**src/rtl/mcd_arb_pkg.sv**
```systemverilog
// Shared types and constants for the three-port memory arbiter.
package mcd_arb_pkg;

    localparam int unsigned DELAY_DEF = 2;
    localparam int unsigned ADDR_W    = 23;
    localparam int unsigned DATA_W    = 16;
    localparam int unsigned CNT_W     = 3;
    localparam int unsigned NPORT     = 3;

    typedef enum logic [1:0] {
        ST_IDLE    = 2'd0,
        ST_ACCESS  = 2'd1,
        ST_RECOVER = 2'd2
    } state_t;

    typedef enum logic [1:0] {
        PORT_A = 2'd0,
        PORT_B = 2'd1,
        PORT_C = 2'd2
    } port_t;

    typedef struct packed {
        logic [ADDR_W-1:0] addr;
        logic [DATA_W-1:0] din;
        logic              oe;
        logic              we_lo;
        logic              we_hi;
    } mem_req_t;

    // Round-robin pick: search begins at the port after the last one granted.
    function automatic port_t rr_pick(input port_t last, input logic [NPORT-1:0] pend);
        port_t pick;
        case (last)
            PORT_A:  pick = pend[1] ? PORT_B : (pend[2] ? PORT_C : PORT_A);
            PORT_B:  pick = pend[2] ? PORT_C : (pend[0] ? PORT_A : PORT_B);
            default: pick = pend[0] ? PORT_A : (pend[1] ? PORT_B : PORT_C);
        endcase
        return pick;
    endfunction

endpackage

```
**src/rtl/mcd_req_latch.sv**
```systemverilog
// Rising-edge detector plus pending latch for one requester.
// pend also reflects an edge in the current cycle so the arbiter can grant it at once.
module mcd_req_latch (
    input  logic clk,
    input  logic rst,
    input  logic req,
    input  logic grant,
    output logic pend
);

    logic prev_q;
    logic armed_q;
    logic pend_q;
    logic edge_c;

    // armed_q stays low until the request has been seen low after reset,
    // so a level held through reset never counts as a fresh edge.
    assign edge_c = req & ~prev_q & armed_q;
    assign pend   = pend_q | edge_c;

    always_ff @(posedge clk or posedge rst) begin
        if (rst) begin
            prev_q  <= 1'b0;
            armed_q <= 1'b0;
            pend_q  <= 1'b0;
        end else begin
            prev_q  <= req;
            armed_q <= armed_q | ~req;
            pend_q  <= grant ? 1'b0 : (pend_q | edge_c);
        end
    end

endmodule

```
**src/rtl/mcd_mem_arb3.sv**
```systemverilog
// Three-port round-robin arbiter onto a single asynchronous-style memory,
// holding strobes for DELAY+1 cycles followed by a one-cycle recovery gap.
module mcd_mem_arb3
    import mcd_arb_pkg::*;
#(
    parameter int unsigned DELAY = DELAY_DEF
) (
    input  logic              clk,
    input  logic              rst,
    input  logic              oe_a,
    input  logic              we_lo_a,
    input  logic              we_hi_a,
    input  logic [ADDR_W-1:0] addr_a,
    input  logic [DATA_W-1:0] din_a,
    output logic [DATA_W-1:0] dout_a,
    output logic              ack_a,
    input  logic              oe_b,
    input  logic              we_lo_b,
    input  logic              we_hi_b,
    input  logic [ADDR_W-1:0] addr_b,
    input  logic [DATA_W-1:0] din_b,
    output logic [DATA_W-1:0] dout_b,
    output logic              ack_b,
    input  logic              oe_c,
    input  logic              we_lo_c,
    input  logic              we_hi_c,
    input  logic [ADDR_W-1:0] addr_c,
    input  logic [DATA_W-1:0] din_c,
    output logic [DATA_W-1:0] dout_c,
    output logic              ack_c,
    output logic [ADDR_W-1:0] addr,
    output logic [DATA_W-1:0] din,
    input  logic [DATA_W-1:0] dout,
    output logic              oe,
    output logic              we_lo,
    output logic              we_hi
);

    mem_req_t [NPORT-1:0] req_in;
    logic     [NPORT-1:0] req_lvl;
    logic     [NPORT-1:0] pend_c;
    logic     [NPORT-1:0] grant_c;
    port_t                sel_c;

    state_t                          state_q, state_d;
    logic     [CNT_W-1:0]            cnt_q, cnt_d;
    port_t                           last_q, last_d;
    mem_req_t                        mem_q, mem_d;
    logic     [NPORT-1:0][DATA_W-1:0] dout_q, dout_d;
    logic     [NPORT-1:0]            ack_q, ack_d;

    assign req_in[0] = {addr_a, din_a, oe_a, we_lo_a, we_hi_a};
    assign req_in[1] = {addr_b, din_b, oe_b, we_lo_b, we_hi_b};
    assign req_in[2] = {addr_c, din_c, oe_c, we_lo_c, we_hi_c};
    assign req_lvl   = {oe_c | we_lo_c | we_hi_c,
                        oe_b | we_lo_b | we_hi_b,
                        oe_a | we_lo_a | we_hi_a};

    for (genvar i = 0; i < NPORT; i++) begin : g_req
        mcd_req_latch u_req_latch (
            .clk   (clk),
            .rst   (rst),
            .req   (req_lvl[i]),
            .grant (grant_c[i]),
            .pend  (pend_c[i])
        );
    end

    // Next-state and registered-output logic.
    always_comb begin
        state_d = state_q;
        cnt_d   = cnt_q;
        last_d  = last_q;
        mem_d   = mem_q;
        dout_d  = dout_q;
        ack_d   = '0;
        grant_c = '0;
        sel_c   = rr_pick(last_q, pend_c);
        case (state_q)
            ST_IDLE: begin
                if (|pend_c) begin
                    grant_c[sel_c] = 1'b1;
                    mem_d          = req_in[sel_c];
                    cnt_d          = CNT_W'(DELAY);
                    last_d         = sel_c;
                    state_d        = ST_ACCESS;
                end
            end
            ST_ACCESS: begin
                if (cnt_q != '0) begin
                    cnt_d = cnt_q - CNT_W'(1);
                end else begin
                    mem_d.oe    = 1'b0;
                    mem_d.we_lo = 1'b0;
                    mem_d.we_hi = 1'b0;
                    if (mem_q.oe) begin
                        dout_d[last_q] = dout;
                    end
                    ack_d[last_q] = 1'b1;
                    state_d       = ST_RECOVER;
                end
            end
            ST_RECOVER: state_d = ST_IDLE;
            default:    state_d = ST_IDLE;
        endcase
    end

    always_ff @(posedge clk or posedge rst) begin
        if (rst) begin
            state_q <= ST_IDLE;
            cnt_q   <= '0;
            last_q  <= PORT_C;
            mem_q   <= '0;
            dout_q  <= '0;
            ack_q   <= '0;
        end else begin
            state_q <= state_d;
            cnt_q   <= cnt_d;
            last_q  <= last_d;
            mem_q   <= mem_d;
            dout_q  <= dout_d;
            ack_q   <= ack_d;
        end
    end

    assign addr   = mem_q.addr;
    assign din    = mem_q.din;
    assign oe     = mem_q.oe;
    assign we_lo  = mem_q.we_lo;
    assign we_hi  = mem_q.we_hi;
    assign dout_a = dout_q[0];
    assign dout_b = dout_q[1];
    assign dout_c = dout_q[2];
    assign ack_a  = ack_q[0];
    assign ack_b  = ack_q[1];
    assign ack_c  = ack_q[2];

endmodule

```
**config.mk**
```make
export PLATFORM = sky130hd
export DESIGN_NAME = mcd_mem_arb3
export DESIGN_NICKNAME = d
export VERILOG_FILES = /design/src/rtl/mcd_arb_pkg.sv /design/src/rtl/mcd_req_latch.sv /design/src/rtl/mcd_mem_arb3.sv
export SDC_FILE = /design/constraint.sdc
export NUM_CORES = 1
export LEC_CHECK = 0
export BUFFER_PORTS_ARGS = -buffer_cell sky130_fd_sc_hd__buf_2
export CORE_UTILIZATION = 30
export DETAILED_ROUTE_END_ITERATION = 6
export GPL_TIMING_DRIVEN = 0
export PLACE_DENSITY = 0.66
export SLEW_MARGIN = 15
export SYNTH_ARGS = -nofsm -noshare
export SYNTH_HDL_FRONTEND = slang
export SYNTH_HIERARCHICAL = 1
export SYNTH_SLANG_ARGS = --single-unit
```
**constraint.sdc**
```tcl
create_clock -name clk -period 5.13 [get_ports clk]
set_clock_uncertainty 0.05 [all_clocks]
set_input_delay 1.539 -clock clk [delete_from_list [all_inputs] [get_ports clk]]
set_output_delay 1.539 -clock clk [all_outputs]
set_load 0.05 [all_outputs]
```
==> out/qor.yml <==
rows: 49
drt-total-wl_um: 17000
drcViolationCount: 26
finish.instance_area_mm2: 0.00740
die-area_mm2: 0.0193
syn_avg_cell_area_um2: 11.1
hold_class: "flop to flop"
grt_overflow: 0
combPwrFrac: 0.626
grt_max_degree: 75
fin_setup_tns_ps: 0
placed_area_mm2: 0.00712
async_flop_share: 1.00
drt_iter0_markers: 136
internal_power_mw: 2.68
grt_use_total: 0.178
cts_tree: "yes"
initial_core_util: 0.310
synth-main-ff-cell: "dfrtp_1"
via_count: 4928
swShare: 0.528
finalCoreUtilization: 0.408
crit_type: "input port to flop"
place_congestion: 0.791
ys_types: 43
synthToLayoutAreaGrowth_pct: 31.8
finalSetupViolations: 0
final_cells: 988
yosys.area.top_type_share: 0.481
io_buffers: 236
first_global_vias: 4958
cts_buffer_depth: 2
place_hpwl_um: 12800
worstSkewPairLatency_ps: 350
p_leak_nw: 3.61
crit_fanout: 10
synth_edf_count: 0
finalNetCount: 901
required_ps: 5310
dieHeight_um: 139
violations: "design-rule violations"
yosysSeqAreaShare: 0.486
dp_cells: 973
yosys.area.top_type: "dfrtp_1"
p_per_area_mw_per_mm2: 766
hold_viol: 0
tightest_slew_ps: 669
cp.arrival_ps: 3940
post_cts_buffers: 0
fmax_mhz: 266
setup.worst_path.end_class: "flop"
p_total_mw: 5.67
core-area_mm2: 0.0181
antenna_cells: 0
status: "finished, violations left"
antenna_found_initial: 0
cts_buffers: 9
htreeDepth: 3
ys_top_cells_by_area: "dfrtp_1 (48%), mux2_2 (11%), a22o_1 (6.1%), a211oi_1 (5.2%), mux2_1 (4.0%)"
firstDrtPassIters: 7
io_pins: 237
power_frac_clock: 0.120
cts_resized: 0
min_period_ps: 3760
viasPerCell: 4.99
die_w_um: 139
wl_per_cell_um: 17.2
grt_pass1_wl_um: 26700
mappedNetlistArea_mm2: 0.00562
cp-start-kind: "input port"
synth_cells: 507
min_period_over_period: 0.732
hold_buffers: 0
whs_ps: 415
slew-limit-headroom: 0.554
synth.ff_latch_count: 109
rsz0062_at_grt: "no"
drive_gt1_frac: 0.451
cts_root_buf: "clkbuf_16"
pwr-share-seq: 0.254
switchingPower_mw: 2.99
ant_nets: 0
drv_cap: 0
synth_nets: 653
maxSlewViolCount: 0
postLayoutSetupSlackWorst_ps: 1370
clkTransAtPathRegs_ps: 80
dp_slack_ps: 946
ir_drop_v: 0.000266
clkSinkCount: 109
synth_warnings: 6
-- Yosys cell counts, types with 8 or more instances --
library cell / instances
dfrtp_1: 108
mux2_2: 56
nand2_1: 45
o21ai_1: 42
o21ai_0: 41
a211oi_1: 39
a22o_1: 39
clkbuf_1: 23
mux2_1: 20
mux2_4: 10
buf_2: 9
inv_1: 9
nor2_1: 8
-- flip-flops by register name (all words and copies together) (netlist names) --
signal	cells
state_q	2
g_req.u_req_latch/pend_q	3
cnt_q	3
din	16
g_req.u_req_latch/armed_q	3
oe	1
addr	23
ack_q	3
we_hi	1
dout_a	16
g_req.u_req_latch/prev_q	3
we_lo	1
dout_b	16
last_q	2
dout_c	16
-- worst max-delay path: stages --
cell,delay (ps)
buf_2,110
or3_1,400
nand2_1,110
o21bai_1,130
nor2b_1,180
a22oi_1,520
clkbuf_1,460
nor2_1,210
a32oi_1,190
o21ai_1,90
-- worst paths after layout --
check	from	end	slack [ps]	cells after the start
max	we_lo_c	oe$_DFFE_PP0P_	1370	10
min reg2reg	g_req[1].u_req_latch/prev_q$_DFF_PP0_	g_req[1].u_req_latch/pend_q$_DFF_PP0_	420	1
min in group asynchronous	rst	g_req[0].u_req_latch/pend_q$_DFF_PP0_	1050	2
max in group asynchronous	rst	dout_b[5]$_DFFE_PP0P_	3230	3
min	g_req[1].u_req_latch/prev_q$_DFF_PP0_	g_req[1].u_req_latch/pend_q$_DFF_PP0_	420	1
max reg2reg	g_req[0].u_req_latch/armed_q$_DFF_PP0_	oe$_DFFE_PP0P_	2580	8
-- logic make-up (layout without fill, tap and decap cells) --
| kind of cell | after synthesis | in the layout | synth area share |
|---|---|---|---|
| adder cells (fa/ha/maj) | 2 | 2 | 0.00445 |
| AND/OR/NAND/NOR | 82 | 82 | 0.0764 |
| AO/OA/AOI/OAI | 177 | 177 | 0.210 |
| flip-flops | 109 | 109 | 0.486 |
| multiplexers | 90 | 90 | 0.186 |
| buffers and inverters | 47 | 299 | 0.0374 |
-- layout make-up --
class / instances / area, um2
tap: 229 / 287
multi-input combinational: 351 / 2680
clock inverter: 5 / 45.0
clock buffer: 10 / 239
sequential: 109 / 2730
fill: 1803 / 10700
inverter: 9 / 38.8
buffer: 38 / 176
timing repair buffer: 237 / 1210
-- cell usage in the layout, fill, tap and decap left out, drive strengths merged, types with 8 or more instances in the layout --
| cell type | count |
|---|---|
| nand2 | 46 |
| nor2 | 8 |
| dfrtp | 108 |
| buf | 252 |
| o21ai | 83 |
| clkbuf | 33 |
| mux2 | 86 |
| a211oi | 39 |
| a22o | 39 |
| inv | 10 |
-- per-layer routing --
metal  wire (um)  global-route usage  vias to the layer above
met5           0                   0                        -
met4         201              0.0526                        0
met3        1260              0.0497                       13
met2        8280               0.308                      184
met1        7220               0.216                     2360
li1            -                   -                     2371
-- power by group through the flow --
stage                     logic, mW  clock network, mW  registers (mW)
after floorplan                1.51                  0            2.61
after global placement         3.57                  0            1.44
after detailed placement       3.60                  0            1.46
after CTS                      3.60              0.706            1.44
after global routing           3.81              0.738            1.49
final                          3.55              0.679            1.44
Note: power is estimated with default switching activity, not from simulation.
